**config.mk**
```make
export PLATFORM = sky130hd
export DESIGN_NAME = vga_pix_fetch
export DESIGN_NICKNAME = d
export VERILOG_FILES = /design/src/rtl/vga_pix_fetch.sv
export SDC_FILE = /design/constraint.sdc
export NUM_CORES = 1
export LEC_CHECK = 0
export CAP_MARGIN = 20
export CORE_ASPECT_RATIO = 2
export CORE_MARGIN = 5
export CORE_UTILIZATION = 44
export CTS_CLUSTER_DIAMETER = 150
export DETAILED_ROUTE_END_ITERATION = 16
export PLACE_DENSITY = 0.79
export SETUP_SLACK_MARGIN = 0.05
export SYNTH_ARGS = -nofsm -noshare
export SYNTH_HDL_FRONTEND = slang
export SYNTH_SLANG_ARGS = --single-unit
```
**constraint.sdc**
```tcl
create_clock -name clk -period 2.7 [get_ports clk]
set_clock_uncertainty 0.05 [all_clocks]
set_input_delay 0.27 -clock clk [delete_from_list [all_inputs] [get_ports clk]]
set_output_delay 0.27 -clock clk [all_outputs]
set_load 0.05 [all_outputs]
```
**src/rtl/vga_pix_fetch.sv**
```systemverilog
// Pixel source for vga_ctrl: unpacks two 24-bit pixels per 64-bit FWFT word
// and tracks frame position, restarting on every vsync rising edge.
module vga_pix_fetch #(
    parameter int          H_ACTIVE = 640,
    parameter int          V_ACTIVE = 480,
    parameter logic [23:0] FILL_RGB = 24'h000000
) (
    input  logic        clk,
    input  logic        rst,
    input  logic        vsync,
    input  logic        pix_req,
    input  logic [63:0] fifo_rd_data,
    input  logic        fifo_empty,
    output logic        fifo_rd_en,
    output logic        frame_start,
    output logic [23:0] rgb_out,
    output logic [15:0] underflow_cnt
);

    localparam logic [18:0] LAST = 19'(H_ACTIVE * V_ACTIVE - 1);

    typedef enum logic [1:0] {
        IDLE,
        ACTIVE,
        DONE
    } state_t;

    state_t      state_q, state_d;
    logic        sel_q, sel_d;
    logic [18:0] cnt_q, cnt_d;
    logic [23:0] rgb_q, rgb_d;
    logic [15:0] ufl_q, ufl_d;
    logic        vsync_q;
    logic        fs_q;
    logic        fs_cond;
    logic        unused_pad;

    assign unused_pad = ^{fifo_rd_data[63:56], fifo_rd_data[31:24]};

    assign fs_cond       = ~vsync_q & vsync;
    assign frame_start   = fs_q;
    assign rgb_out       = rgb_q;
    assign underflow_cnt = ufl_q;

    always_comb begin
        state_d    = state_q;
        sel_d      = sel_q;
        cnt_d      = cnt_q;
        rgb_d      = rgb_q;
        ufl_d      = ufl_q;
        fifo_rd_en = 1'b0;
        if (fs_cond) begin
            // a frame start wins over any request in the same cycle
            state_d = ACTIVE;
            sel_d   = 1'b0;
            cnt_d   = '0;
        end else if (pix_req) begin
            unique case (state_q)
                ACTIVE: begin
                    cnt_d = cnt_q + 19'd1;
                    if (cnt_q == LAST) begin
                        state_d = DONE;
                    end
                    if (fifo_empty) begin
                        rgb_d = FILL_RGB;
                        if (ufl_q != 16'hFFFF) begin
                            ufl_d = ufl_q + 16'd1;
                        end
                    end else begin
                        rgb_d      = sel_q ? fifo_rd_data[55:32]
                                           : fifo_rd_data[23:0];
                        sel_d      = ~sel_q;
                        fifo_rd_en = sel_q;
                    end
                end
                default: begin
                    rgb_d = FILL_RGB;
                end
            endcase
        end
    end

    always_ff @(posedge clk) begin
        if (rst) begin
            state_q <= IDLE;
            sel_q   <= 1'b0;
            cnt_q   <= '0;
            rgb_q   <= '0;
            ufl_q   <= '0;
            vsync_q <= 1'b1;
            fs_q    <= 1'b0;
        end else begin
            state_q <= state_d;
            sel_q   <= sel_d;
            cnt_q   <= cnt_d;
            rgb_q   <= rgb_d;
            ufl_q   <= ufl_d;
            vsync_q <= vsync;
            fs_q    <= fs_cond;
        end
    end

endmodule

```
# == Word-level counts from Yosys, hierarchy flattened ==
# Cells that the tools add are included.
# classes
n_addsub,2
n_eq_ne,3
n_bitwise,5
n_reduce_logical,10
mux,11
# ops
operator,n
2-to-1 mux 24 bit,3
adder 19 x 1 -> 19 bit (second input constant),1
equality test 19 bit (second input constant),1
adder 16 x 1 -> 16 bit (second input constant),1
!= test 16 bit (second input constant),1
AND reduction 3 bit,3
2-to-1 mux 1 bit,8
nonzero test 2 bit,3
AND reduction 5 bit,1
NOT 1 bit,4
AND reduction 2 bit,2
equality test 2 x 1 -> 1 bit (second input constant),1
OR reduction 2 bit,1
bitwise AND 1 bit,1
# totals
output_inout_bits,42
regBits,64
word_cells,39
in_bits,69

# == Depth between registers and ports, before layout ==
# Gate-level depths: netlist (run 1).
# depth
word_depth,5
ltp_mapped,6
depth_no_buf,5

# == Worst setup path after synthesis (run 1) ==
# No wires, ideal clock.
# synth_timing
kind,register -> register
from,register ufl_q[0] (netlist: underflow_cnt[0])
to,register ufl_q[10] (netlist: underflow_cnt[10])
t_required_ns,2.529
stages_incl_launch_ff,6
arrival_ns,2.000
synth_period_minus_slack_ns,2.171
setup_ns,0.121
path_buffers,0
path_slack_ns,0.529
path_cell_list,dfxtp_1 > ha_1 > nand3_1 > nor4_1 > nor4_1 > mux2_2
# synth_via
elab_chain_len,2
word_cells_on_any_way,3
classes_between,1 x add/sub; 1 x eq/ne; 1 x reduce/logical
# synth_lines
element,line,rtl
from (decl),32,"logic [15:0] ufl_q, ufl_d;"
from (signal assigned),97,ufl_q <= ufl_d;
branches (longest 2 deep; another with adder 16 x 1 -> 16 bit),--,
# Parallel ways; which one is timed is not known.
# A chain may end at the register's enable or synchronous reset.

# == Final worst setup path (run 1) ==
# layout_timing
from,input port pix_req
to,register cnt_q[18]
# layout_via
elab_chain_len,1
# layout_lines
element,line,rtl
from (decl),11,"input logic pix_req,"
AND reduction 2 bit (no line),--,
to (signal assigned),95,cnt_q <= cnt_d;
to (decl),30,"logic [18:0] cnt_q, cnt_d;"
# Every way passes these cells.

==> impl_metrics.toml, run 1 <==
[cts]
cts_resized = 0
htreeDepth = 3
post_cts_buffers = 0
worstSkewPairLatency_ns = 0.32
path_clk_slew_ns = 0.05
cts-root-buf = "clkbuf_16"
cts_tree = "built"
cts_hold_buf = 0
cts_made_buffers = 9
clock_sinks = 64
cts_buffer_depth = 2

[pwr]
p_leak_nw = 1.46
vdd_drop_max_uv = 447
internal-power_mw = 1.75
power.share.clock_pct = 48.9
p_per_area_nw_per_um2 = 514
power.switching_uw = 476
p_sw_share_pct = 21.4
pwr-share-seq_pct = 43.0
power_frac_comb_pct = 8.1
total_power_mw = 2.23

[synthesis]
synthCells = 338
syn_nets = 409
synth_async_sr_flop_share_pct = 0
netlist_area_sq_um = 3000
ys_seq_area_share_pct = 42.7
yosysWarnings = 0
synth_edf_count = 0
avgSynthCellArea_sq_um = 8.87
synthFlopType = "dfxtp_1"
ys_seq_elements = 64
synth_cell_types = 39

[drt]
vias = 2884
drtIter0Drc = 171
viasPerCell = 5.49
wl_met2_microns = 4930
dr_wl_met3_microns = 275
met1_length_microns = 3070
dr.pass1.iters = 4
antenna_left = 0
detail_route.wl_per_cell_microns = 16.0
routed.top_layer = "met4"
wl_microns = 8380
drc_errors = 0

[placed_design]
dp_slack_ns = 0.176
placed_cell_area_sq_um = 4050
dp_cells = 509
port-buffer-count = 94
gp_congestion = 0.808
hpwl_microns = 6250

[floorplanning]
start_util_pct = 45.3
dieArea_sq_um = 8670
num_rows = 42
io_pins = 111
die_w_microns = 68.4
die_h_microns = 127
coreArea_sq_um = 6620

[flow_run]
drv_cap = 0

[timing]
drv_slew = 0
fmax_ghz = 0.457
rsz0062_at_grt = "no"
tns_ns = 0
slew_headroom_pct = 51.2
setup_violations = 0
tightest_slew_ns = 0.726
hold_ws_ns = 0.361
hold_violations = 0
fin_crit_ns = 2.19
fin_crit_sh_pct = 81.1
worst_slack_ns = 0.510

[setup_path]
critPathMaxFanout = 9
start_kind = "primary input"
crit_type = "in2reg"
worstSetupEndpointType = "flop"
arrival_ns = 2.38
cp.required_ns = 2.89

[grt]
grt_max_degree = 31
grt_pass1_vias = 2929
gr-total-overflow = 0
grt_pass1_wl_microns = 13400
grtUsageTotal_pct = 20.2
antenna_found_initial = 0

[final_layout]
drive_gt1_share_pct = 13.0
syn_to_final_growth_pct = 44.5
final_area_sq_um = 4330
finalNonFillerCells = 525
num_antenna_cells = 0
nNetsFinal = 503
final_core_util_pct = 65.5

[worst_hold_path]
min_path_type = "in2reg"

[run_status]
status = "finished clean"
-- cells in the final DEF (no fill, tap or decap), drive strengths merged, types with 2 or more instances in the layout --
master	synthesis	final
clkdlybuf4s50	0	92
dfxtp	64	64
nor2	43	43
mux2	30	30
a22oi	24	24
nand2	18	18
a21oi	17	17
clkbuf	16	14
nor4	11	11
or3	10	10
buf	3	10
nand3	9	9
or4	9	9
inv	9	9
o21ai	9	9
nor2b	8	8
nand4	8	8
xnor2	8	8
nor3	8	8
o31ai	7	7
and3	4	4
and4	3	3
nand2b	2	2
a211oi	2	2
ha	2	2
-- per-layer routing --
layer  track usage (%)  up-vias
met5                 0        -
met2              37.7       64
met1              20.7     1384
met3              4.42       10
met4              6.92        0
li1                  -     1426
-- critical path, stage by stage --
cell	delay, ns
clkdlybuf4s50_1	0.59
nand4b_4	0.19
or4_1	0.66
or4_1	0.50
a21oi_1	0.17
-- logic make-up after synthesis --
logic type / Yosys count / share of synthesized area, %
buffers and inverters: 28 / 3.55
AND/OR/NAND/NOR: 140 / 24.8
adder cells (fa/ha/maj): 2 / 0.834
multiplexers: 31 / 11.6
AO/OA/AOI/OAI: 64 / 13.9
flip-flops: 64 / 42.7
XOR/XNOR: 9 / 2.63
-- cells in the mapped netlist, types with 9 or more instances --
| library cell | n | area share [%] |
|---|---|---|
| inv_1 | 9 | 1.1 |
| nor4_1 | 11 | 2.3 |
| or3_1 | 10 | 2.1 |
| nand3_1 | 9 | 1.5 |
| clkbuf_1 | 16 | 2.0 |
| o21ai_0 | 9 | 1.5 |
| or4_1 | 9 | 2.3 |
| nand2_1 | 18 | 2.3 |
| dfxtp_1 | 64 | 43 |
| nor2_1 | 43 | 5.4 |
| a21oi_1 | 17 | 2.8 |
| a22oi_1 | 24 | 6.0 |
| mux2_2 | 30 | 11 |
-- final timing paths --
check | cells past startpoint | slack, ns | start | endpoint
setup / recovery | 5 | 0.51 | pix_req | cnt_q[18]$_SDFFE_PP0P_
hold / removal | 2 | 0.36 | rst | rgb_out[19]$_SDFFE_PP0N_
setup reg to reg | 5 | 0.52 | cnt_q[0]$_SDFFE_PP0P_ | cnt_q[18]$_SDFFE_PP0P_
hold reg to reg | 2 | 0.43 | cnt_q[1]$_SDFFE_PP0P_ | cnt_q[1]$_SDFFE_PP0P_
-- power by group through the flow --
| stage | registers (mW) | clock network (mW) | logic (mW) |
|---|---|---|---|
| after floorplan | 0.991 | 0 | 0.0648 |
| after global placement | 0.977 | 0 | 0.178 |
| after detailed placement | 0.977 | 0 | 0.180 |
| after CTS | 0.957 | 1.12 | 0.181 |
| after global routing | 0.958 | 1.16 | 0.192 |
| final | 0.958 | 1.09 | 0.179 |
-- state kept, by name, indices dropped and copies added (netlist names) --
signal and count:
rgb_out 24, cnt_q 19, underflow_cnt 16, state_q 2, frame_start 1, sel_q 1, vsync_q 1
-- layout make-up --
cell class,count,area [sq um]
fill,567,2290
multi-input combinational,246,1620
sequential,64,1280
timing repair buffer,102,1010
clock buffer,14,274
tap,88,110
inverter,9,33.8
clock inverter,2,12.5
Power figures use the tool's default switching activity.
==> run 2, diff against run 1 <==
Settings changed: CORE_UTILIZATION 44 to 40, PLACE_DENSITY 0.79 to 0.76.
Clock period 2.7 ns to 1.9 ns, I/O delays scaled along.
==> impl_metrics.toml, run 2 (synthesized netlist as in run 1, its figures left out) <==
[floorplanning]
die_w_microns = 71.2
io_pins = 111
dieArea_sq_um = 9430
start_util_pct = 41.3
num_rows = 44
coreArea_sq_um = 7270
die_h_microns = 132

[final_layout]
drive_gt1_share_pct = 26.1
nNetsFinal = 534
num_antenna_cells = 0
largest_reg_flops = 24
final_area_sq_um = 4670
finalNonFillerCells = 559
syn_to_final_growth_pct = 55.6
most-common-layout-cells = "clkdlybuf4s50_1, nor2_1, dfxtp_1"
final_common_cell = "clkdlybuf4s50_1"

[setup_path]
cp.required_ns = 2.11
start_kind = "flop"
reg2reg_slack_ns = 0.08
cpMaxStageDelayCell = "or4_4"
reg2regPathDepth = 6
critPathMaxFanout = 5
cp-endpoint = "cnt_q[10]$_SDFFE_PP0P_"
r2r_start = "cnt_q[3]$_SDFFE_PP0P_"
crit_type = "reg2reg"
r2r_end = "cnt_q[10]$_SDFFE_PP0P_"
arrival_ns = 2.02
cp_slowest_stage_delay_ns = 0.48
crit_chain = "nand4_1, buf_4, or4_4, buf_6, or3_1, a21oi_1"
crit_start = "cnt_q[3]$_SDFFE_PP0P_"
worstSetupEndpointType = "flop"

[grt]
met3_usage_pct = 6.07
grt_max_degree = 33
gr-total-overflow = 0
grt_use_met1_pct = 18.7
grtUsageTotal_pct = 18.4
gr-max-usage-layer = "met2"
grt_pass1_vias = 3036
grtUsageMet2_pct = 33.6
grt_pass1_wl_microns = 14100
antenna_found_initial = 0

[drt]
wl_microns = 8690
vias = 3032
detail_route.wl_per_cell_microns = 15.5
drtIter0Drc = 174
viasPerCell = 5.42
drc_errors = 0
dr.pass1.iters = 4
antenna_left = 0

[pwr]
power.share.clock_pct = 48.5
p_leak_nw = 1.66
pwr-share-seq_pct = 43.0
p_per_area_nw_per_um2 = 678
internal-power_mw = 2.49
vdd_drop_max_uv = 494
power_frac_comb_pct = 8.5
power.switching_uw = 671
p_sw_share_pct = 21.2

[cts]
cts_hold_buf = 0
cts-root-buf = "clkbuf_16"
cts_tree = "built"
cts_made_buffers = 9
cts_buffer_depth = 2
htreeDepth = 3
worstSkewPairLatency_ns = 0.32
clock_sinks = 64
path_clk_slew_ns = 0.05

[timing]
tightest_slew_ns = 0.543
fin_crit_ns = 1.82
hold_ws_ns = 0.296
rsz0062_at_grt = "yes"
slew_headroom_pct = 63.8
fmax_ghz = 0.551
setup_violations = 0
drv_slew = 0
fin_crit_sh_pct = 95.6
hold_violations = 0

[run_status]
status = "finished clean"

[placed_design]
port-buffer-count = 94
gp_congestion = 0.899
hpwl_microns = 6360
placed_cell_area_sq_um = 4280
dp_cells = 539

[flow_run]
drv_cap = 0

[worst_hold_path]
min_path_type = "in2reg"
-- run 2: cell types whose count changed in the layout (fill, tap and decap cells not counted), sizes merged --
cell	delta
dlymetal6s2s	+1
dlygate4sd2	+2
clkinvlp	-1
buf	+31
clkinv	+2
clkbuf	-2
clkdlybuf4s50	-3
-- run 2: worst min path at each step --
stage,start,endpoint,slack [ns],depth (start not counted)
global placement,cnt_q[1]$_SDFFE_PP0P_,cnt_q[1]$_SDFFE_PP0P_,0.41,2
floorplan,vsync,vsync_q$_SDFF_PP1_,0.25,1
finish,rst,frame_start$_SDFF_PP0_,0.30,2
detailed placement,cnt_q[18]$_SDFFE_PP0P_,cnt_q[18]$_SDFFE_PP0P_,0.43,2
global route,rst,frame_start$_SDFF_PP0_,0.33,2
CTS,rst,rgb_out[21]$_SDFFE_PP0N_,0.29,2
-- run 2: what timing repair did --
item / in CTS / in global routing
setup buffers: 0 / 5
pin swaps: 1 / 9
endpoints found under the setup margin: 8 / 13
resized for setup: 7 / 18
-- run 2: metal layers --
| layer | routed length, microns | up-vias | share of wire [%] |
|---|---|---|---|
| met4 | 169 | 0 | 1.9 |
| li1 | - | 1483 | - |
| met1 | 3170 | 1446 | 37 |
| met3 | 557 | 13 | 6.4 |
| met5 | 0 | - | 0 |
| met2 | 4790 | 90 | 55 |
-- run 2: power groups by stage --
| stage | sequential, mW | clock [mW] | combinational [mW] |
|---|---|---|---|
| global placement | 1.39 | 0 | 0.264 |
| finish | 1.36 | 1.53 | 0.270 |
| CTS | 1.36 | 1.56 | 0.272 |
| detailed placement | 1.39 | 0 | 0.269 |
| floorplan | 1.41 | 0 | 0.0924 |
| global route | 1.36 | 1.63 | 0.289 |
-- run 2: cell type report --
class                      instances  area, sq um
fill                             606         2600
multi-input combinational        246         1670
sequential                        64         1320
timing repair buffer             133         1250
clock buffer                      12          268
tap                               92          115
inverter                           9         33.8
clock inverter                     3         15.0
-- run 2: worst max-delay path, delay by kind of cell, from the launching register on --
kind / cells / cell delay (ns)
AND/OR/NAND/NOR: 3 / 0.94
buffers and inverters: 2 / 0.32
flip-flops: 1 / 0.32
AO/OA/AOI/OAI: 1 / 0.12
-- run 2: stage by stage --
step	total power [mW]	setup slack [ns]	TNS, ns	util (%)
2_1_floorplan	1.50	0.00736	0	-
3_3_place_gp	1.65	-0.235	-3.44	58.9
3_5_place_dp	1.65	-0.315	-4.17	58.9
4_1_cts	3.19	0.0246	0	63.0
5_1_grt	3.27	-0.000246	-0.000246	64.2
6_report	3.16	0.0837	0	64.2
==> run 3, diff against run 2 <==
Settings changed: REMOVE_ABC_BUFFERS from default to 1.
==> impl_metrics.toml, run 3 (synthesized netlist as in run 1, its figures left out) <==
[timing]
fin_crit_ns = 1.82
setup_violations = 0
slew_headroom_pct = 61.0
tightest_slew_ns = 0.584
drv_slew = 0
rsz0062_at_grt = "yes"
fmax_ghz = 0.551
hold_violations = 0
fin_crit_sh_pct = 95.6
hold_ws_ns = 0.216

[pwr]
internal-power_mw = 2.67
vdd_drop_max_uv = 438
power.switching_uw = 670
p_sw_share_pct = 20.1
p_leak_nw = 1.79
power_frac_comb_pct = 8.1
p_per_area_nw_per_um2 = 700
pwr-share-seq_pct = 40.7
power.share.clock_pct = 51.1

[floorplanning]
coreArea_sq_um = 7270
die_h_microns = 132
start_util_pct = 41.3
dieArea_sq_um = 9430
num_rows = 44
io_pins = 111
die_w_microns = 71.2

[cts]
cts_hold_buf = 0
path_clk_slew_ns = 0.05
cts-root-buf = "clkbuf_16"
clock_sinks = 64
cts_buffer_depth = 2
cts_made_buffers = 9
cts_tree = "built"
htreeDepth = 3
worstSkewPairLatency_ns = 0.33

[drt]
dr.pass1.iters = 4
vias = 3075
dr_wl_met3_microns = 441
drtIter0Drc = 98
routed.top_layer = "met4"
met1_length_microns = 3160
wl_met2_microns = 4960
viasPerCell = 5.43
antenna_left = 0
detail_route.wl_per_cell_microns = 15.7
wl_microns = 8870
drc_errors = 0

[final_layout]
largest_reg_flops = 24
nNetsFinal = 540
syn_to_final_growth_pct = 59.0
fill_cells = 598
finalNonFillerCells = 566
most-common-layout-cells = "clkdlybuf4s50_1, dfxtp_1, buf_4"
drive_gt1_share_pct = 25.5
final_common_cell = "clkdlybuf4s50_1"
num_antenna_cells = 0

[run_status]
status = "finished clean"

[placed_design]
dp_cells = 544
hpwl_microns = 6570
port-buffer-count = 94
gp_congestion = 0.911

[grt]
antenna_found_initial = 0
grt_max_degree = 28
grtUsageTotal_pct = 18.5
grt_pass1_wl_microns = 14100
grt_pass1_vias = 3029
gr-total-overflow = 0

[worst_hold_path]
min_path_type = "in2reg"

[setup_path]
start_kind = "flop"
worstSetupEndpointType = "flop"
crit_type = "reg2reg"
critPathMaxFanout = 8
arrival_ns = 2.02
cp.required_ns = 2.11

[flow_run]
drv_cap = 0
[run 3: cell count changes in the layout (fill, tap and decap cells not counted), sizes merged]
cell           previous run  this run
clkbuf                   12        14
bufinv                    0         1
buf                      41        50
clkdlybuf4s50            89        79
dlymetal6s2s              1         4
dlygate4sd2               2         6
clkinv                    3         1
[run 3: worst paths after layout]
path | from | endpoint | slack (ns) | depth (start not counted)
worst max-delay path | state_q[1]$_SDFFE_PP0P_ | cnt_q[15]$_SDFFE_PP0P_ | 0.08 | 5
worst min-delay path | rst | frame_start$_SDFF_PP0_ | 0.22 | 2
worst max register to register | state_q[1]$_SDFFE_PP0P_ | cnt_q[15]$_SDFFE_PP0P_ | 0.08 | 5
worst min register to register | cnt_q[1]$_SDFFE_PP0P_ | cnt_q[1]$_SDFFE_PP0P_ | 0.43 | 2
[run 3: worst max-delay path, stage by stage, from the launching register on]
cell	delay, ns
dfxtp_1	0.33
nand4b_4	0.20
or4_4	0.56
buf_6	0.15
or3_1	0.34
a21oi_1	0.13
[run 3: repair_timing]
item                                    in CTS  in global routing
endpoints found under the setup margin      16                 19
gates resized for setup                     10                 29
buffers inserted                             0                  6
pin swaps                                    0                 10
[run 3: power groups by stage]
stage                     Sequential (mW)  Combinational [mW]  Clock, mW
after floorplan                      1.41              0.0706          0
after global placement               1.39               0.266          0
after detailed placement             1.39               0.272          0
after CTS                            1.36               0.272       1.74
after global routing                 1.36               0.291       1.81
final                                1.36               0.272       1.71
[run 3: area by class of cell]
class	count	area, sq um	area share (%)
Clock buffer	14	284	5.95
Clock inverter	2	35.0	0.735
Inverter	9	33.8	0.708
Multi-Input combinational cell	246	1730	36.2
Sequential cell	64	1290	27.0
Tap cell	92	115	2.41
Timing Repair Buffer	139	1290	27.0
[run 3: layer usage]
layer  global-route usage (%)  vias up
li1                         -     1498
met4                     9.31        0
met1                     17.9     1456
met2                     34.6       97
met5                        0        -
met3                     4.71       24
[run 3: stage by stage]
stage | power (mW) | setup TNS (ns) | setup slack (ns) | util (%) | instance area [sq um]
2_1_floorplan | 1.48 | -12.95 | -0.730 | - | 2930
3_3_place_gp | 1.65 | -4.01 | -0.300 | 58.9 | 4280
3_5_place_dp | 1.66 | -4.94 | -0.381 | 58.9 | 4280
4_1_cts | 3.37 | 0 | 0.0191 | 63.3 | 4600
5_1_grt | 3.46 | 0 | 0.0150 | 65.6 | 4770
6_report | 3.34 | 0 | 0.0836 | 65.6 | 4770
